## src/rtl/branch_ctrl_pkg.sv

```systemverilog
// branch_ctrl_pkg
//   Shared definitions for the ID-stage branch sequencing logic.
//   - bctrl_state_t : controller state encoding
//   - REG_W_DEF     : default register index width
//   - ZERO_REG      : index of the hard-wired zero register
package branch_ctrl_pkg;

  typedef enum logic [1:0] {
    BCTRL_IDLE = 2'd0,
    BCTRL_HAZ  = 2'd1,
    BCTRL_PEND = 2'd2
  } bctrl_state_t;

  localparam int REG_W_DEF = 5;
  localparam int ZERO_REG  = 0;

endpackage

```

## src/rtl/branch_hazard_det.sv

```systemverilog
// branch_hazard_det
//   Combinational read-after-write hazard check for the source registers of
//   a branch/jump sitting in ID.
//   Ports:
//     id_valid, id_is_cti      : ID holds a valid branch/jump
//     id_uses_rs, id_uses_rt   : which sources the instruction reads
//     id_rs, id_rt             : source register indices
//     ex_wreg, ex_dest         : EX-stage register write
//     mem_load, mem_dest       : MEM-stage load destination
//     hz                       : operands not yet available
module branch_hazard_det
  import branch_ctrl_pkg::*;
#(
  parameter int REG_W = REG_W_DEF
) (
  input  logic             id_valid,
  input  logic             id_is_cti,
  input  logic             id_uses_rs,
  input  logic             id_uses_rt,
  input  logic [REG_W-1:0] id_rs,
  input  logic [REG_W-1:0] id_rt,
  input  logic             ex_wreg,
  input  logic [REG_W-1:0] ex_dest,
  input  logic             mem_load,
  input  logic [REG_W-1:0] mem_dest,
  output logic             hz
);

  logic rs_match;
  logic rt_match;

  // Register 0 is constant, so it can never be the subject of a RAW hazard.
  assign rs_match = (id_rs != REG_W'(ZERO_REG)) &&
                    ((ex_wreg && (ex_dest == id_rs)) || (mem_load && (mem_dest == id_rs)));
  assign rt_match = (id_rt != REG_W'(ZERO_REG)) &&
                    ((ex_wreg && (ex_dest == id_rt)) || (mem_load && (mem_dest == id_rt)));

  assign hz = id_valid && id_is_cti &&
              ((id_uses_rs && rs_match) || (id_uses_rt && rt_match));

endmodule

```

## src/rtl/branch_ctrl.sv

```systemverilog
// branch_ctrl
//   Sequencing controller for the ID-stage branch generator: stalls IF/ID on
//   branch operand hazards, qualifies the taken decision and delivers the PC
//   redirect, holding it across fetch back-pressure.
//   Ports:
//     clk, rst_n                 : clock, async active-low reset
//     id_*                       : ID-stage instruction info
//     ex_wreg/ex_dest            : EX-stage register write
//     mem_load/mem_dest          : MEM-stage load
//     bg_flag/bg_addr            : BranchGen decision and target
//     if_ready                   : fetch accepts a redirect this cycle
//     flush                      : CP0 exception/eret flush
//     stall_pc/stall_if/bubble_ex: hazard stall controls
//     redir_valid/redir_addr     : redirect request to fetch
//     busy                       : controller not idle
//   Optional build macro BRANCH_CTRL_STATS_EN adds stat_taken,
//   stat_not_taken and stat_stall_cyc counters.
//
//   state      | meaning
//   -----------+-----------------------------------------------------------
//   BCTRL_IDLE | no stall, no pending redirect; resolves branches in ID
//   BCTRL_HAZ  | stalling on a source hazard; resolves once it clears
//   BCTRL_PEND | taken redirect waiting for fetch to accept it
module branch_ctrl
  import branch_ctrl_pkg::*;
#(
  parameter int ADDR_W = 32,
  parameter int REG_W  = REG_W_DEF,
  parameter int STAT_W = 32
) (
  input  logic              clk,
  input  logic              rst_n,
  input  logic              id_valid,
  input  logic              id_is_cti,
  input  logic              id_uses_rs,
  input  logic              id_uses_rt,
  input  logic [REG_W-1:0]  id_rs,
  input  logic [REG_W-1:0]  id_rt,
  input  logic              ex_wreg,
  input  logic [REG_W-1:0]  ex_dest,
  input  logic              mem_load,
  input  logic [REG_W-1:0]  mem_dest,
  input  logic              bg_flag,
  input  logic [ADDR_W-1:0] bg_addr,
  input  logic              if_ready,
  input  logic              flush,
  output logic              stall_pc,
  output logic              stall_if,
  output logic              bubble_ex,
  output logic              redir_valid,
  output logic [ADDR_W-1:0] redir_addr,
  output logic              busy
`ifdef BRANCH_CTRL_STATS_EN
  ,
  output logic [STAT_W-1:0] stat_taken,
  output logic [STAT_W-1:0] stat_not_taken,
  output logic [STAT_W-1:0] stat_stall_cyc
`endif
);

  bctrl_state_t      state;
  bctrl_state_t      state_nxt;
  logic [ADDR_W-1:0] pend_addr;
  logic              pend_load;
  logic              hz;
  logic              res;
  logic              taken;

  branch_hazard_det #(.REG_W(REG_W)) u_hazard_det (
    .id_valid   (id_valid),
    .id_is_cti  (id_is_cti),
    .id_uses_rs (id_uses_rs),
    .id_uses_rt (id_uses_rt),
    .id_rs      (id_rs),
    .id_rt      (id_rt),
    .ex_wreg    (ex_wreg),
    .ex_dest    (ex_dest),
    .mem_load   (mem_load),
    .mem_dest   (mem_dest),
    .hz         (hz)
  );

  // BranchGen's decision is only meaningful once the operands are valid.
  assign res   = id_valid && id_is_cti && !hz;
  assign taken = res && bg_flag;

  always_ff @(posedge clk or negedge rst_n) begin
    if (!rst_n) begin
      state     <= BCTRL_IDLE;
      pend_addr <= '0;
    end else begin
      state <= state_nxt;
      if (pend_load) pend_addr <= bg_addr;
    end
  end

  // HAZ resolves exactly like IDLE once hz drops, so both share one arm.
  // In PEND a new cti is a delay-slot branch and is deliberately ignored.
  always_comb begin
    state_nxt = state;
    pend_load = 1'b0;
    if (flush) begin
      state_nxt = BCTRL_IDLE;
    end else begin
      case (state)
        BCTRL_IDLE, BCTRL_HAZ: begin
          if (hz) begin
            state_nxt = BCTRL_HAZ;
          end else if (taken && !if_ready) begin
            state_nxt = BCTRL_PEND;
            pend_load = 1'b1;
          end else begin
            state_nxt = BCTRL_IDLE;
          end
        end
        BCTRL_PEND: begin
          if (if_ready) state_nxt = BCTRL_IDLE;
        end
        default: state_nxt = BCTRL_IDLE;
      endcase
    end
  end

  always_comb begin
    stall_pc    = 1'b0;
    stall_if    = 1'b0;
    bubble_ex   = 1'b0;
    redir_valid = 1'b0;
    redir_addr  = '0;
    if (!flush) begin
      case (state)
        BCTRL_IDLE, BCTRL_HAZ: begin
          if (hz) begin
            stall_pc  = 1'b1;
            stall_if  = 1'b1;
            bubble_ex = 1'b1;
          end else if (taken && if_ready) begin
            redir_valid = 1'b1;
            redir_addr  = bg_addr;
          end
        end
        BCTRL_PEND: begin
          redir_valid = 1'b1;
          redir_addr  = pend_addr;
        end
        default: ;
      endcase
    end
  end

  assign busy = (state != BCTRL_IDLE);

`ifdef BRANCH_CTRL_STATS_EN
  // A resolve only counts where the controller acts on it, i.e. not in PEND.
  always_ff @(posedge clk or negedge rst_n) begin
    if (!rst_n) begin
      stat_taken     <= '0;
      stat_not_taken <= '0;
      stat_stall_cyc <= '0;
    end else if (!flush) begin
      if (res && (state != BCTRL_PEND)) begin
        if (bg_flag) stat_taken     <= stat_taken + STAT_W'(1);
        else         stat_not_taken <= stat_not_taken + STAT_W'(1);
      end
      if (stall_pc) stat_stall_cyc <= stat_stall_cyc + STAT_W'(1);
    end
  end
`else
  // STAT_W only sizes the statistics counters; keep it referenced so the
  // parameter list stays identical between builds.
  if (STAT_W < 1) begin : g_stat_w_unused
  end
`endif

endmodule

```

## config.mk

```make
export PLATFORM = sky130hd
export DESIGN_NAME = branch_ctrl
export DESIGN_NICKNAME = d
export VERILOG_FILES = /design/src/rtl/branch_ctrl_pkg.sv /design/src/rtl/branch_hazard_det.sv /design/src/rtl/branch_ctrl.sv
export SDC_FILE = /design/constraint.sdc
export NUM_CORES = 1
export LEC_CHECK = 0
export CAP_MARGIN = 10
export CORE_MARGIN = 10
export CORE_UTILIZATION = 35
export CTS_CLUSTER_DIAMETER = 80
export DETAILED_ROUTE_END_ITERATION = 8
export PLACE_DENSITY = 0.77
export SLEW_MARGIN = 10
export SYNTH_ARGS = -nofsm -noshare
export SYNTH_HDL_FRONTEND = slang
export SYNTH_SLANG_ARGS = --single-unit
```

## constraint.sdc

```tcl
create_clock -name clk -period 7.1 [get_ports clk]
set_input_delay 1.42 -clock clk [delete_from_list [all_inputs] [get_ports clk]]
set_output_delay 1.42 -clock clk [all_outputs]
set_load 0.02 [all_outputs]
```

# Word-level counts from Yosys, hierarchy flattened
# Index checks and enable logic that the tools add are counted.
[totals] word_cells=53 out_inout_bits=37 ff_bits=34
[classes] n_reduce_logical=24 mux=20 eq_ne=7
[ops] operator="$mux 32" n=3
[ops] operator="$pmux 32 s2" n=1
[ops] operator="$eq 5x5->1" n=4
[ops] operator="$logic_and 1x1->1" n=14
[ops] operator="$mux 1" n=10
[ops] operator="$reduce_bool 5->1" n=2
[ops] operator="$mux 2" n=4
[ops] operator="$pmux 2 s2" n=1
[ops] operator="$logic_or 1x1->1" n=3
[ops] operator="$ne 3x3->1 const B" n=1
[ops] operator="$eq 2x1->1 const B" n=1
[ops] operator="$eq 2x2->1 const B" n=1
[ops] operator="$logic_not 1->1" n=2
[ops] operator="$logic_not 2->1" n=1
[ops] operator="$pmux 1 s2" n=1
[ops] operator="$reduce_bool 2->1" n=1
[ops] operator="$reduce_or 2->1" n=1

# Longest topological paths before layout
# Gate-level depths: netlist of run 1.
[depth] depth_word=15 mapped_depth=8 mapped_depth_nobuf=6

# Modules after synthesis
# Synthesis of run 1 repeated with hierarchy kept, for this count alone.
[unflattened] cells_unflattened=154 area_unflattened_um2=2079.5
[by_module_without_submodules] mod="branch_ctrl" area_each_um2=1810.5 instances=1 cells_each=121
[by_module_without_submodules] mod="branch_hazard_det" area_each_um2=269.0 instances=1 cells_each=33

# Least setup slack after synthesis of run 1
# OpenSTA, ideal clock, no wires.
[synth_path] path_type="input-to-output" startpoint="in id_rt[0]" endpoint="out redir_addr[10]" path_buffers=2 t_arrival_ps=3049 setup_slack_ps=2631 required_time_ps=5680 cell_stages=7 path_cell_list="or4_1 o21a_1 a221oi_2 and2_1 buf_2 buf_4 a22o_1"
[synth_between] elab_chain_len=15 elab_cells_between_ends=18 cone_classes="2 x eq/ne; 4 x mux; 12 x reduce/logical"
[synth_lines] item="start: declaration" line="branch_ctrl.sv:38" rtl="input logic [REG_W-1:0] id_rt,"
[synth_lines] item="$eq 5x5->1" line="branch_hazard_det.sv:36" rtl="((ex_wreg && (ex_dest == id_rt)) || (mem_load && (mem_dest == id_rt)));"
[synth_lines] item="$logic_and 1x1->1" line="branch_hazard_det.sv:36"
[synth_lines] item="$logic_or 1x1->1" line="branch_hazard_det.sv:36"
[synth_lines] item="$logic_and 1x1->1 (*)" line="branch_hazard_det.sv:35" rtl="assign rt_match = (id_rt != REG_W'(ZERO_REG)) &&"
[synth_lines] item="$logic_and 1x1->1 (*)" line="branch_hazard_det.sv:39" rtl="((id_uses_rs && rs_match) || (id_uses_rt && rt_match));"
[synth_lines] item="$logic_or 1x1->1 (*)" line="branch_hazard_det.sv:39"
[synth_lines] item="$logic_and 1x1->1 (*)" line="branch_hazard_det.sv:38" rtl="assign hz = id_valid && id_is_cti &&"
[synth_lines] item="$logic_not 1->1" line="branch_ctrl.sv:84" rtl="assign res = id_valid && id_is_cti && !hz;"
[synth_lines] item="$logic_and 1x1->1" line="branch_ctrl.sv:84"
[synth_lines] item="$logic_and 1x1->1" line="branch_ctrl.sv:85" rtl="assign taken = res && bg_flag;"
[synth_lines] item="$logic_and 1x1->1" line="branch_ctrl.sv:137" rtl="end else if (taken && if_ready) begin"
[synth_lines] item="$mux 32" line="branch_ctrl.sv:137"
[synth_lines] item="$mux 32 (*)" line="branch_ctrl.sv:133" rtl="if (hz) begin"
[synth_lines] item="$pmux 32 s2 (*)" line="branch_ctrl.sv:131" rtl="case (state)"
[synth_lines] item="$mux 32 (*)" line="branch_ctrl.sv:130" rtl="if (!flush) begin"
[synth_lines] item="end: declaration" line="branch_ctrl.sv:51" rtl="output logic [ADDR_W-1:0] redir_addr,"
# Every way passes the cells marked *; elsewhere a longest branch is shown, timed or not.

# Worst setup path in the final report of run 1
[layout_path] startpoint="in id_rt[0]" endpoint="out redir_addr[9]"
# The elaborated chain is that of the path after synthesis.

==> flow_summary.html, run 1 <==
<table>
<tr><th>Metric</th><th>Value</th></tr>
<tr><th colspan="2">Outcome</th></tr>
<tr><td>Outcome</td><td>finished clean</td></tr>
<tr><th colspan="2">Final layout</th></tr>
<tr><td>Most common cell after layout, fill and taps aside</td><td>clkdlybuf4s50_1</td></tr>
<tr><td>Seq. cell area</td><td>between 800 and 900 µm²</td></tr>
<tr><td>Area growth from synthesis to final layout</td><td>52.3%</td></tr>
<tr><td>Fill cells</td><td>475</td></tr>
<tr><td>Count of placed standard cells in the final layout, fillers left out</td><td>between 300 and 400</td></tr>
<tr><td>NumNets Final</td><td>approximately 320</td></tr>
<tr><td>Final antenna diode count</td><td>0</td></tr>
<tr><td>Most frequent cells in the layout</td><td>98 x clkdlybuf4s50_1, 34 x dfrtp_1, 32 x a22o_1</td></tr>
<tr><td>Share of final-layout standard cells stronger than drive strength 1</td><td>~18%</td></tr>
<tr><td>Multi-input gate area</td><td>roughly 1100 µm²</td></tr>
<tr><th colspan="2">STA</th></tr>
<tr><td>Unrepaired setup endpoints after global routing</td><td>false</td></tr>
<tr><td>Slew margin rel.</td><td>between 20% and 30%</td></tr>
<tr><td>Number of endpoints failing setup at the final stage</td><td>0</td></tr>
<tr><td>Actual slew at the worst max-slew pin</td><td>about 1.1 ns</td></tr>
<tr><td>Worst clock skew</td><td>0.00346 ns</td></tr>
<tr><td>Maximum achievable frequency</td><td>about 0.17 GHz</td></tr>
<tr><td>Setup Total Neg Slack</td><td>0 ns</td></tr>
<tr><td>Hold violation total from the final report</td><td>0</td></tr>
<tr><td>Min Tclk post-route</td><td>between 6 and 7 ns</td></tr>
<tr><td>Final Max Slew Viols</td><td>0</td></tr>
<tr><td>Fin crit share</td><td>between 80% and 90%</td></tr>
<tr><th colspan="2">Global routing</th></tr>
<tr><td>Largest net degree at the start of global routing</td><td>35</td></tr>
<tr><td>Total congestion overflow</td><td>0</td></tr>
<tr><td>Antenna violations before repair</td><td>0</td></tr>
<tr><td>Via count of the first global-routing pass</td><td>between 1500 and 2000</td></tr>
<tr><td>Total routing resource utilization after global routing</td><td>about an eighth</td></tr>
<tr><td>Wire length of the first global-routing pass</td><td>around 9400 µm</td></tr>
<tr><th colspan="2">Setup path</th></tr>
<tr><td>Kind of end point of the critical path</td><td>primary output</td></tr>
<tr><td>Reg2reg setup slack</td><td>roughly 4.7 ns</td></tr>
<tr><td>Type of the setup path with the least slack</td><td>in2out</td></tr>
<tr><td>Arrival time at the worst endpoint</td><td>4.62 ns</td></tr>
<tr><td>Number of cells traversed by the worst register-to-register path</td><td>5</td></tr>
<tr><td>Highest fanout seen on the critical path</td><td>18</td></tr>
<tr><td>Startpoint type of the worst setup path</td><td>input pin</td></tr>
<tr><td>Critical path data required time</td><td>~5.7 ns</td></tr>
<tr><th colspan="2">Clocking</th></tr>
<tr><td>Sink Count</td><td>34</td></tr>
<tr><td>Number of gates given a new drive strength after cts</td><td>0</td></tr>
<tr><td>CTS clock-pin slew for the worst setup and hold paths</td><td>approximately 0.06 ns</td></tr>
<tr><td>Cell chosen for the clock root</td><td>clkbuf_8</td></tr>
<tr><td>CTS tree</td><td>built</td></tr>
<tr><td>Number of buffers inserted by post-CTS setup repair</td><td>0</td></tr>
<tr><td>TritonCTS buffer count</td><td>5</td></tr>
<tr><td>Maximum clock path buffer count</td><td>2</td></tr>
<tr><td>Worst skew pair latency</td><td>0.27 ns</td></tr>
<tr><td>Htree depth</td><td>2</td></tr>
<tr><td>Post-CTS Hold Buffers</td><td>0</td></tr>
<tr><th colspan="2">Min path</th></tr>
<tr><td>Number of instances on the worst hold path</td><td>1</td></tr>
<tr><td>Type of the worst min-delay path</td><td>reg2reg</td></tr>
<tr><th colspan="2">Die</th></tr>
<tr><td>Die Outline Area</td><td>9410 µm²</td></tr>
<tr><td>Initial standard-cell utilization of the core</td><td>between 30 and 40%</td></tr>
<tr><td>Ports placed on the boundary</td><td>100</td></tr>
<tr><td>Core box area</td><td>between 5000 and 6000 µm²</td></tr>
<tr><td>Die height</td><td>a little under 100 µm</td></tr>
<tr><td>Standard-cell rows</td><td>27</td></tr>
<tr><td>Chip Width</td><td>97.0 µm</td></tr>
<tr><th colspan="2">Route</th></tr>
<tr><td>Drt first pass iters</td><td>3</td></tr>
<tr><td>Total wire length</td><td>5710 µm</td></tr>
<tr><td>Antenna-violating nets left</td><td>0</td></tr>
<tr><td>Average detailed-routed wire length per instance</td><td>about 18 µm</td></tr>
<tr><td>Vias</td><td>roughly 1600</td></tr>
<tr><td>Number of DRC violations after detailed-routing iteration 0</td><td>73</td></tr>
<tr><td>Remaining DRCs</td><td>0</td></tr>
<tr><td>Average vias per placed instance</td><td>between 4 and 5</td></tr>
<tr><th colspan="2">Synthesis</th></tr>
<tr><td>Number of library cell types mapped by synthesis</td><td>24</td></tr>
<tr><td>Synth warn</td><td>0</td></tr>
<tr><td>Area of the mapped netlist</td><td>a little over 2000 µm²</td></tr>
<tr><td>Total of flip-flops plus latches after synthesis</td><td>34</td></tr>
<tr><td>Syn nets</td><td>about 220</td></tr>
<tr><td>Avg Inst Size Synth</td><td>around 13 µm²</td></tr>
<tr><td>Sequential share of the synthesized area</td><td>about two fifths</td></tr>
<tr><td>Flip-flop cell with the highest count after synthesis</td><td>dfrtp_1</td></tr>
<tr><td>Cell count after synthesis</td><td>approximately 160</td></tr>
<tr><td>Number of synthesized flops with an enable pin</td><td>0</td></tr>
<tr><td>Share of synthesized flip-flops with an asynchronous set or reset</td><td>between 90% and 100%</td></tr>
<tr><th colspan="2">Run</th></tr>
<tr><td>Max-cap check violation count</td><td>0</td></tr>
<tr><th colspan="2">Placed design</th></tr>
<tr><td>Placed cell count</td><td>~320</td></tr>
<tr><td>Detail Placement HPWL</td><td>4490 µm</td></tr>
<tr><td>Port Buf Inserts</td><td>99</td></tr>
<tr><td>Final weighted congestion of routability-driven global placement</td><td>about 0.80</td></tr>
<tr><th colspan="2">Power and ir drop</th></tr>
<tr><td>Worst ir drop on vdd</td><td>0.0801 mV</td></tr>
<tr><td>Power density normalized to cell area</td><td>roughly 190 nW/µm²</td></tr>
<tr><td>Leakage power summed over all cells</td><td>1.28 nW</td></tr>
</table>
-- sequential cells by signal, summed over array words and instances (netlist names) --
register and count:
state 2, pend_addr 32
-- layout make-up --
type,instances,share of cell area (%)
repair buffers,101,31.7
clock inverters,1,0.950
multi-input cells,112,35.0
clock buffers,6,2.61
well taps,72,2.85
flip-flops and latches,34,26.9
-- power by group --
part           switching (W)  internal, W  total [W]
sequential         0.0000266     0.000239   0.000266
combinational      0.0000435     0.000105   0.000149
clock              0.0000650     0.000112   0.000177
-- cell usage after synthesis, types with 2 or more instances --
cell | n | share of area (%)
nand2_1 | 6 | 1.1
clkbuf_1 | 3 | 0.54
buf_12 | 3 | 2.9
o21a_1 | 2 | 0.72
nor2_1 | 2 | 0.36
buf_4 | 5 | 1.8
nand4_1 | 4 | 1.2
mux2_4 | 30 | 22
or2_2 | 2 | 0.60
or4_1 | 2 | 0.72
dfrtp_1 | 34 | 41
a22o_1 | 32 | 14
mux2_1 | 2 | 1.1
o22ai_1 | 2 | 0.60
nor2b_1 | 2 | 0.60
xnor2_1 | 20 | 8.4
-- cells by family after synthesis --
| logic type | share of synthesized area, % |
|---|---|
| AOI/OAI and AO/OA | 15.9 |
| xor gates and xnor gates | 8.44 |
| buffers and inverters | 6.03 |
| DFF | 41.0 |
| muxes | 22.8 |
| and+or+nand+nor | 5.85 |
-- metal layers --
metal  up-vias  track usage, %  part of all wire, %
li1        776               -                    -
met2        60            19.5                   49
met1       759            14.4                   44
met4         0            2.03                 0.25
met3         2            4.68                  7.3
met5         -               0                    0
-- critical path, stage by stage --
cell             delay (ns)
clkdlybuf4s50_1        0.47
or4_1                  0.55
o21a_1                 0.20
a221oi_2               0.29
and2_1                 0.55
buf_4                  0.35
a22o_1                 0.15
clkdlybuf4s50_1        0.62
-- worst paths after layout --
check | start | end
worst max-delay path | id_rt[0] | redir_addr[9]
worst min-delay path | pend_addr[21] | pend_addr[21]
worst max register to register | state[1] | pend_addr[21]
worst min register to register | pend_addr[21] | pend_addr[21]
max in group asynchronous | rst_n | pend_addr[10]
min in group asynchronous | rst_n | pend_addr[19]
-- metrics by stage --
stage / setup WS [ns] / power (W) / hold slack [ns] / util (%) / instance area [µm²]
6_report: 1.06 / 0.000592 / 0.497 / 56.0 / 3160
5_1_grt: 0.853 / 0.000626 / 0.514 / 56.0 / 3160
3_3_place_gp: 1.10 / 0.000413 / 0.483 / 54.0 / 3050
3_5_place_dp: 1.05 / 0.000418 / 0.483 / 54.0 / 3050
2_1_floorplan: 2.63 / 0.000352 / 0.459 / - / 2080
4_1_cts: 1.05 / 0.000600 / 0.499 / 56.0 / 3160
No activity file was read; power rests on OpenSTA's default activity.
==> run 2, diff against run 1 <==
--- a/config.mk
+++ b/config.mk
@@ -10,7 +10,8 @@
 export CORE_UTILIZATION = 35
 export CTS_CLUSTER_DIAMETER = 80
 export DETAILED_ROUTE_END_ITERATION = 8
-export PLACE_DENSITY = 0.77
+export DONT_BUFFER_PORTS = 1
+export PLACE_DENSITY = 0.55
 export SLEW_MARGIN = 10
 export SYNTH_ARGS = -nofsm -noshare
 export SYNTH_HDL_FRONTEND = slang
==> flow_summary.html, run 2 (same netlist as run 1, synthesis figures left out) <==
<table>
<tr><th>Metric</th><th>Value</th></tr>
<tr><th colspan="2">Route</th></tr>
<tr><td>Antenna-violating nets left</td><td>0 (unchanged)</td></tr>
<tr><td>Remaining DRCs</td><td>0 (unchanged)</td></tr>
<tr><td>Total wire length</td><td>5190 µm (was 5710 µm)</td></tr>
<tr><td>Number of DRC violations after detailed-routing iteration 0</td><td>26 (was 73)</td></tr>
<tr><td>Drt first pass iters</td><td>3 (unchanged)</td></tr>
<tr><td>Vias</td><td>1276 (was 1597)</td></tr>
<tr><td>Average detailed-routed wire length per instance</td><td>22.9 µm (was 17.5 µm)</td></tr>
<tr><td>Average vias per placed instance</td><td>5.62 (was 4.90)</td></tr>
<tr><th colspan="2">Setup path</th></tr>
<tr><td>Ordered cell list for the critical path</td><td>or4_1 -&gt; o21a_1 -&gt; a221oi_2 -&gt; and2_2 -&gt; a22o_1 (was clkdlybuf4s50_1 -&gt; or4_1 -&gt; o21a_1 -&gt; a221oi_2 -&gt; and2_1 -&gt; buf_4 -&gt; a22o_1 -&gt; clkdlybuf4s50_1)</td></tr>
<tr><td>Type of the setup path with the least slack</td><td>in2out (unchanged)</td></tr>
<tr><td>Critical path data required time</td><td>5.68 ns (about the same)</td></tr>
<tr><td>Kind of end point of the critical path</td><td>primary output (unchanged)</td></tr>
<tr><td>Crit-path max cell delay</td><td>0.63 ns (was 0.62 ns)</td></tr>
<tr><td>Startpoint type of the worst setup path</td><td>input pin (unchanged)</td></tr>
<tr><td>Number of buffer and inverter instances along the worst setup path</td><td>0 (was 3)</td></tr>
<tr><td>CP max-delay cell</td><td>and2_2 (was clkdlybuf4s50_1)</td></tr>
<tr><td>Crit-path leading delay family</td><td>simple AND/OR/NAND/NOR gates (was buffers and inverters)</td></tr>
<tr><td>Highest fanout seen on the critical path</td><td>33 (was 18)</td></tr>
<tr><td>Arrival time at the worst endpoint</td><td>3.46 ns (was 4.62 ns)</td></tr>
<tr><th colspan="2">Die</th></tr>
<tr><td>Die Outline Area</td><td>9410 µm² (unchanged)</td></tr>
<tr><td>Initial standard-cell utilization of the core</td><td>36.8% (unchanged)</td></tr>
<tr><td>Standard-cell rows</td><td>27 (unchanged)</td></tr>
<tr><td>Ports placed on the boundary</td><td>100 (unchanged)</td></tr>
<tr><td>Core box area</td><td>5640 µm² (unchanged)</td></tr>
<tr><td>Die height</td><td>97.0 µm (unchanged)</td></tr>
<tr><td>Chip Width</td><td>97.0 µm (unchanged)</td></tr>
<tr><th colspan="2">Clocking</th></tr>
<tr><td>CTS tree</td><td>built (unchanged)</td></tr>
<tr><td>TritonCTS buffer count</td><td>5 (unchanged)</td></tr>
<tr><td>Post-CTS Hold Buffers</td><td>0 (unchanged)</td></tr>
<tr><td>Sink Count</td><td>34 (unchanged)</td></tr>
<tr><td>Maximum clock path buffer count</td><td>2 (unchanged)</td></tr>
<tr><td>Cell chosen for the clock root</td><td>clkbuf_8 (unchanged)</td></tr>
<tr><td>Worst skew pair latency</td><td>0.28 ns (was 0.27 ns)</td></tr>
<tr><td>Number of buffers inserted by post-CTS setup repair</td><td>0 (unchanged)</td></tr>
<tr><td>Htree depth</td><td>2 (unchanged)</td></tr>
<tr><td>CTS clock-pin slew for the worst setup and hold paths</td><td>0.06 ns (about the same)</td></tr>
<tr><td>Number of gates given a new drive strength after cts</td><td>0 (unchanged)</td></tr>
<tr><th colspan="2">Run</th></tr>
<tr><td>Max-cap check violation count</td><td>0 (unchanged)</td></tr>
<tr><th colspan="2">Power and ir drop</th></tr>
<tr><td>Reported net switching power</td><td>0.000120 W (was 0.000135 W)</td></tr>
<tr><td>Gate power share</td><td>18.5% (was 25.1%)</td></tr>
<tr><td>Internal portion of total power</td><td>0.000415 W (was 0.000457 W)</td></tr>
<tr><td>Total Power Consumption</td><td>0.000534 W (was 0.000592 W)</td></tr>
<tr><td>Switching Fraction</td><td>22.4% (was 22.8%)</td></tr>
<tr><td>Part of the power in the clock network</td><td>31.8% (was 29.9%)</td></tr>
<tr><td>Worst ir drop on vdd</td><td>0.113 mV (was 0.0801 mV)</td></tr>
<tr><td>Sequential fraction of design power</td><td>49.7% (was 44.9%)</td></tr>
<tr><td>Leakage power summed over all cells</td><td>0.897 nW (was 1.28 nW)</td></tr>
<tr><td>Power density normalized to cell area</td><td>247 nW/µm² (was 187 nW/µm²)</td></tr>
<tr><th colspan="2">Placed design</th></tr>
<tr><td>Detail Placement HPWL</td><td>3920 µm (was 4490 µm)</td></tr>
<tr><td>Final weighted congestion of routability-driven global placement</td><td>0.821 (was 0.799)</td></tr>
<tr><td>Port Buf Inserts</td><td>0 (was 99)</td></tr>
<tr><th colspan="2">Global routing</th></tr>
<tr><td>Total congestion overflow</td><td>0 (unchanged)</td></tr>
<tr><td>Wire length of the first global-routing pass</td><td>8310 µm (was 9410 µm)</td></tr>
<tr><td>Total routing resource utilization after global routing</td><td>10.7% (was 11.9%)</td></tr>
<tr><td>Antenna violations before repair</td><td>0 (unchanged)</td></tr>
<tr><td>Via count of the first global-routing pass</td><td>1500 (was 1773)</td></tr>
<tr><td>Largest net degree at the start of global routing</td><td>35 (unchanged)</td></tr>
<tr><th colspan="2">Final layout</th></tr>
<tr><td>Share of final-layout standard cells stronger than drive strength 1</td><td>27.7% (was 17.7%)</td></tr>
<tr><td>NumNets Final</td><td>217 (was 317)</td></tr>
<tr><td>Most frequent cells in the layout</td><td>34 x dfrtp_1, 32 x a22o_1, 30 x mux2_4 (was 98 x clkdlybuf4s50_1, 34 x dfrtp_1, 32 x a22o_1)</td></tr>
<tr><td>Register with the highest flop count</td><td>pend_addr (unchanged)</td></tr>
<tr><td>Area growth from synthesis to final layout</td><td>4.16% (was 52.3%)</td></tr>
<tr><td>Final antenna diode count</td><td>0 (unchanged)</td></tr>
<tr><td>Most common cell after layout, fill and taps aside</td><td>dfrtp_1 (was clkdlybuf4s50_1)</td></tr>
<tr><td>Post-Route Utilization</td><td>38.3% (was 56.0%)</td></tr>
<tr><td>Max FFs per register</td><td>32 (unchanged)</td></tr>
<tr><td>Registers with the most flip-flops</td><td>pend_addr (32), state (2) (unchanged)</td></tr>
<tr><th colspan="2">STA</th></tr>
<tr><td>Post-Route Hold Slack</td><td>0.494 ns (was 0.497 ns)</td></tr>
<tr><td>Setup Total Neg Slack</td><td>0 ns (unchanged)</td></tr>
<tr><td>Hold violation total from the final report</td><td>0 (unchanged)</td></tr>
<tr><td>Min Tclk post-route</td><td>4.88 ns (was 6.04 ns)</td></tr>
<tr><td>Final Max Slew Viols</td><td>0 (unchanged)</td></tr>
<tr><td>Number of endpoints failing setup at the final stage</td><td>0 (unchanged)</td></tr>
<tr><td>Maximum achievable frequency</td><td>0.205 GHz (was 0.166 GHz)</td></tr>
<tr><td>Actual slew at the worst max-slew pin</td><td>1.12 ns (was 1.09 ns)</td></tr>
<tr><td>Worst clock skew</td><td>0.00438 ns (was 0.00346 ns)</td></tr>
<tr><td>Fin crit share</td><td>68.7% (was 85.0%)</td></tr>
<tr><td>Slew margin rel.</td><td>25.1% (was 27.2%)</td></tr>
<tr><td>Unrepaired setup endpoints after global routing</td><td>false (unchanged)</td></tr>
<tr><th colspan="2">Min path</th></tr>
<tr><td>Type of the worst min-delay path</td><td>reg2reg (unchanged)</td></tr>
<tr><th colspan="2">Outcome</th></tr>
<tr><td>Outcome</td><td>finished clean (unchanged)</td></tr>
</table>
[run 2: power groups by stage]
stage	clock network (W)	logic [W]	registers (W)
2_1_floorplan	0	0.0000918	0.000260
3_3_place_gp	0	0.0000962	0.000265
3_5_place_dp	0	0.0000998	0.000268
4_1_cts	0.000179	0.000100	0.000265
5_1_grt	0.000186	0.000106	0.000272
6_report	0.000170	0.0000989	0.000265
[run 2: final timing paths]
| check | startpoint | endpoint | slack [ns] | cells after the start |
|---|---|---|---|---|
| worst min register to register | pend_addr[21] | pend_addr[21] | 0.49 | 1 |
| worst max-delay path | id_rt[0] | redir_addr[0] | 2.22 | 5 |
| min in group asynchronous | rst_n | pend_addr[16] | 0.83 | 0 |
| worst min-delay path | pend_addr[21] | pend_addr[21] | 0.49 | 1 |
| max in group asynchronous | rst_n | pend_addr[30] | 6.19 | 0 |
| worst max register to register | state[1] | pend_addr[20] | 4.69 | 5 |
[run 2: worst register-to-register path, stage by stage (launching register included)]
cell	delay, ns
dfrtp_1	0.39
nor3_1	0.27
nand2_1	0.10
a221oi_2	0.22
and2b_2	0.91
mux2_1	0.41
[run 2: final cells by class]
cell class | instances | area (µm²)
fill | 559 | 3480
multi-input combinational | 112 | 1110
tap | 72 | 90.1
sequential | 34 | 851
clock inverter | 1 | 30.0
timing repair buffer | 1 | 7.51
clock buffer | 7 | 76.3
[run 2: stage by stage]
| stage | instances | area [µm²] | setup slack, ns |
|---|---|---|---|
| 6_report | 227 | 2160 | 2.22 |
| 5_1_grt | 227 | 2160 | 2.12 |
| 4_1_cts | 227 | 2160 | 1.76 |
| 3_5_place_dp | 219 | 2050 | 1.77 |
| 3_3_place_gp | 219 | 2050 | 1.88 |
| 2_1_floorplan | 159 | 2080 | 2.63 |
[run 2: routing by layer]
metal / global-route usage, % / vias up / routed length (µm)
met4: 3.72 / 0 / 68
li1: - / 578 / -
met2: 16.9 / 66 / 2460
met3: 6.03 / 6 / 642
met5: 0 / - / 0
met1: 11.9 / 626 / 2020
==> run 3, diff against run 2 <==
--- a/config.mk
+++ b/config.mk
@@ -11,7 +11,7 @@
 export CTS_CLUSTER_DIAMETER = 80
 export DETAILED_ROUTE_END_ITERATION = 8
 export DONT_BUFFER_PORTS = 1
-export PLACE_DENSITY = 0.55
+export PLACE_DENSITY = 0.57
 export SLEW_MARGIN = 10
 export SYNTH_ARGS = -nofsm -noshare
 export SYNTH_HDL_FRONTEND = slang
==> constraint.sdc (replaced) <==
create_clock -name clk -period 4 [get_ports clk]
set_input_delay 0.8 -clock clk [delete_from_list [all_inputs] [get_ports clk]]
set_output_delay 0.8 -clock clk [all_outputs]
set_load 0.02 [all_outputs]
==> flow_summary.html, run 3 (same netlist as run 1, synthesis figures left out) <==
<table>
<tr><th>Metric</th><th>Value</th></tr>
<tr><th colspan="2">Outcome</th></tr>
<tr><td>Outcome</td><td>finished clean (unchanged)</td></tr>
<tr><th colspan="2">Route</th></tr>
<tr><td>Average vias per placed instance</td><td>5.60 (was 5.62)</td></tr>
<tr><td>Total wire length</td><td>5220 µm (was 5190 µm)</td></tr>
<tr><td>Average detailed-routed wire length per instance</td><td>22.6 µm (was 22.9 µm)</td></tr>
<tr><td>Number of DRC violations after detailed-routing iteration 0</td><td>13 (was 26)</td></tr>
<tr><td>Antenna-violating nets left</td><td>0 (unchanged)</td></tr>
<tr><td>Drt first pass iters</td><td>4 (was 3)</td></tr>
<tr><td>Vias</td><td>1293 (was 1276)</td></tr>
<tr><td>Remaining DRCs</td><td>0 (unchanged)</td></tr>
<tr><th colspan="2">Final layout</th></tr>
<tr><td>Share of final-layout standard cells stronger than drive strength 1</td><td>30.2% (was 27.7%)</td></tr>
<tr><td>Area growth from synthesis to final layout</td><td>6.27% (was 4.16%)</td></tr>
<tr><td>Post-route cell area</td><td>2210 µm² (was 2160 µm²)</td></tr>
<tr><td>NumNets Final</td><td>221 (was 217)</td></tr>
<tr><td>Max FFs per register</td><td>32 (unchanged)</td></tr>
<tr><td>Final antenna diode count</td><td>0 (unchanged)</td></tr>
<tr><td>Post-Route Utilization</td><td>39.1% (was 38.3%)</td></tr>
<tr><td>Register with the highest flop count</td><td>pend_addr (unchanged)</td></tr>
<tr><td>Most frequent cells in the layout</td><td>34 x dfrtp_1, 32 x a22o_1, 30 x mux2_4 (unchanged)</td></tr>
<tr><td>Most common cell after layout, fill and taps aside</td><td>dfrtp_1 (unchanged)</td></tr>
<tr><td>Registers with the most flip-flops</td><td>pend_addr (32), state (2) (unchanged)</td></tr>
<tr><th colspan="2">STA</th></tr>
<tr><td>Min Tclk post-route</td><td>around 3.5 ns</td></tr>
<tr><td>Fin crit share</td><td>86.3%</td></tr>
<tr><td>Hold violation total from the final report</td><td>0 (unchanged)</td></tr>
<tr><td>Unrepaired setup endpoints after global routing</td><td>false (unchanged)</td></tr>
<tr><td>Number of endpoints failing setup at the final stage</td><td>0 (unchanged)</td></tr>
<tr><td>Maximum achievable frequency</td><td>just under 0.3 GHz</td></tr>
<tr><td>Actual slew at the worst max-slew pin</td><td>0.349 ns (was 1.12 ns)</td></tr>
<tr><td>Final Worst Setup Slack</td><td>0.548 ns (was 2.22 ns)</td></tr>
<tr><td>Slew margin rel.</td><td>76.7% (was 25.1%)</td></tr>
<tr><td>Worst clock skew</td><td>0.00244 ns (was 0.00438 ns)</td></tr>
<tr><td>Setup Total Neg Slack</td><td>0 ns (unchanged)</td></tr>
<tr><td>Final Max Slew Viols</td><td>0 (unchanged)</td></tr>
<tr><th colspan="2">Setup path</th></tr>
<tr><td>Critical path data required time</td><td>3.20 ns (was 5.68 ns)</td></tr>
<tr><td>Crit-path max cell delay</td><td>0.51 ns (was 0.63 ns)</td></tr>
<tr><td>Arrival time at the worst endpoint</td><td>2.65 ns (was 3.46 ns)</td></tr>
<tr><td>Startpoint type of the worst setup path</td><td>input pin (unchanged)</td></tr>
<tr><td>Number of buffer and inverter instances along the worst setup path</td><td>1 (was 0)</td></tr>
<tr><td>Ordered cell list for the critical path</td><td>or4_1 -&gt; o21a_1 -&gt; a221oi_2 -&gt; and2_1 -&gt; buf_4 -&gt; a22o_1 (was or4_1 -&gt; o21a_1 -&gt; a221oi_2 -&gt; and2_2 -&gt; a22o_1)</td></tr>
<tr><td>CP max-delay cell</td><td>or4_1 (was and2_2)</td></tr>
<tr><td>Type of the setup path with the least slack</td><td>in2out (unchanged)</td></tr>
<tr><td>Highest fanout seen on the critical path</td><td>33 (unchanged)</td></tr>
<tr><td>Crit-path leading delay family</td><td>compound AO/OA/AOI/OAI gates (was simple AND/OR/NAND/NOR gates)</td></tr>
<tr><td>Kind of end point of the critical path</td><td>primary output (unchanged)</td></tr>
<tr><th colspan="2">Global routing</th></tr>
<tr><td>Largest net degree at the start of global routing</td><td>35 (unchanged)</td></tr>
<tr><td>Total congestion overflow</td><td>0 (unchanged)</td></tr>
<tr><td>Antenna violations before repair</td><td>0 (unchanged)</td></tr>
<tr><td>Wire length of the first global-routing pass</td><td>8290 µm (was 8310 µm)</td></tr>
<tr><td>Via count of the first global-routing pass</td><td>1474 (was 1500)</td></tr>
<tr><td>Total routing resource utilization after global routing</td><td>10.7% (about the same)</td></tr>
<tr><th colspan="2">Clocking</th></tr>
<tr><td>Htree depth</td><td>2 (unchanged)</td></tr>
<tr><td>CTS tree</td><td>built (unchanged)</td></tr>
<tr><td>Number of gates given a new drive strength after cts</td><td>0 (unchanged)</td></tr>
<tr><td>Cell chosen for the clock root</td><td>clkbuf_8 (unchanged)</td></tr>
<tr><td>Sink Count</td><td>34 (unchanged)</td></tr>
<tr><td>Number of buffers inserted by post-CTS setup repair</td><td>0 (unchanged)</td></tr>
<tr><td>CTS clock-pin slew for the worst setup and hold paths</td><td>0.07 ns (was 0.06 ns)</td></tr>
<tr><td>Post-CTS Hold Buffers</td><td>0 (unchanged)</td></tr>
<tr><td>TritonCTS buffer count</td><td>5 (unchanged)</td></tr>
<tr><td>Maximum clock path buffer count</td><td>2 (unchanged)</td></tr>
<tr><td>Worst skew pair latency</td><td>0.28 ns (about the same)</td></tr>
<tr><th colspan="2">Power and ir drop</th></tr>
<tr><td>Leakage power summed over all cells</td><td>0.926 nW (was 0.897 nW)</td></tr>
<tr><td>Power density normalized to cell area</td><td>431 nW/µm² (was 247 nW/µm²)</td></tr>
<tr><td>Total Power Consumption</td><td>0.000951 W (was 0.000534 W)</td></tr>
<tr><td>Worst ir drop on vdd</td><td>0.177 mV (was 0.113 mV)</td></tr>
<tr><th colspan="2">Placed design</th></tr>
<tr><td>Detail Placement HPWL</td><td>4070 µm (was 3920 µm)</td></tr>
<tr><td>Port Buf Inserts</td><td>0 (unchanged)</td></tr>
<tr><td>Final weighted congestion of routability-driven global placement</td><td>0.853 (was 0.821)</td></tr>
<tr><td>Cell area reported after detailed placement</td><td>2100 µm² (was 2050 µm²)</td></tr>
<tr><td>Setup WS pre-CTS</td><td>0.541 ns (was 1.77 ns)</td></tr>
<tr><th colspan="2">Die</th></tr>
<tr><td>Core box area</td><td>5640 µm² (unchanged)</td></tr>
<tr><td>Die height</td><td>97.0 µm (unchanged)</td></tr>
<tr><td>Chip Width</td><td>97.0 µm (unchanged)</td></tr>
<tr><td>Initial standard-cell utilization of the core</td><td>36.8% (unchanged)</td></tr>
<tr><td>Ports placed on the boundary</td><td>100 (unchanged)</td></tr>
<tr><td>Standard-cell rows</td><td>27 (unchanged)</td></tr>
<tr><td>Die Outline Area</td><td>9410 µm² (unchanged)</td></tr>
<tr><th colspan="2">Run</th></tr>
<tr><td>Max-cap check violation count</td><td>0 (unchanged)</td></tr>
<tr><th colspan="2">Min path</th></tr>
<tr><td>Type of the worst min-delay path</td><td>in2async (was reg2reg)</td></tr>
</table>
## run 3: cell count changes in the layout (fill, tap and decap cells not counted)
| cell | previous run | this run |
|---|---|---|
| and2_2 | 1 | 0 |
| clkinv_2 | 0 | 2 |
| and2_1 | 0 | 1 |
| buf_12 | 0 | 1 |
| buf_4 | 1 | 4 |
| clkbuf_1 | 2 | 0 |
## run 3: power breakdown
part,internal [W],switching [W]
Sequential,0.000425,0.0000473
Clock,0.000183,0.000116
Combinational,0.000126,0.0000533
## run 3: cell type report
cell class	instances	area, µm²
multi-input cells	112	1110
well taps	72	90.1
repair buffers	5	50.0
fillers	547	3440
flip-flops and latches	34	851
clock inverters	3	40.0
clock buffers	5	68.8
## run 3: metrics by stage
stage / hold WS, ns / cells
global route: 0.183 / 231
detailed placement: 0.484 / 223
finish: 0.212 / 231
global placement: 0.479 / 223
CTS: 0.200 / 231
floorplan: 0.459 / 159
## run 3: worst paths after layout
kind / from / endpoint / slack, ns / cells past startpoint
setup / recovery: id_rt[0] / redir_addr[23] / 0.55 / 6
hold / removal: rst_n / pend_addr[5] / 0.21 / 0
setup reg to reg: state[1] / pend_addr[21] / 2.06 / 6
hold reg to reg: pend_addr[20] / pend_addr[20] / 0.50 / 1
max in group asynchronous: rst_n / state[0] / 3.71 / 0
min in group clk: pend_addr[20] / pend_addr[20] / 0.50 / 1
## run 3: worst reg2reg max path, stage by stage, from the launching register on
cell	delay [ns]
dfrtp_1	0.40
nor3_1	0.28
nand2_1	0.10
a221oi_2	0.22
and2b_2	0.21
buf_12	0.25
mux2_1	0.36
## run 3: metal layers
layer,track usage (%),part of all wire [%]
met1,10.5,35
met2,18.5,51
met3,5.96,12
met4,3.72,1.4
met5,0,0
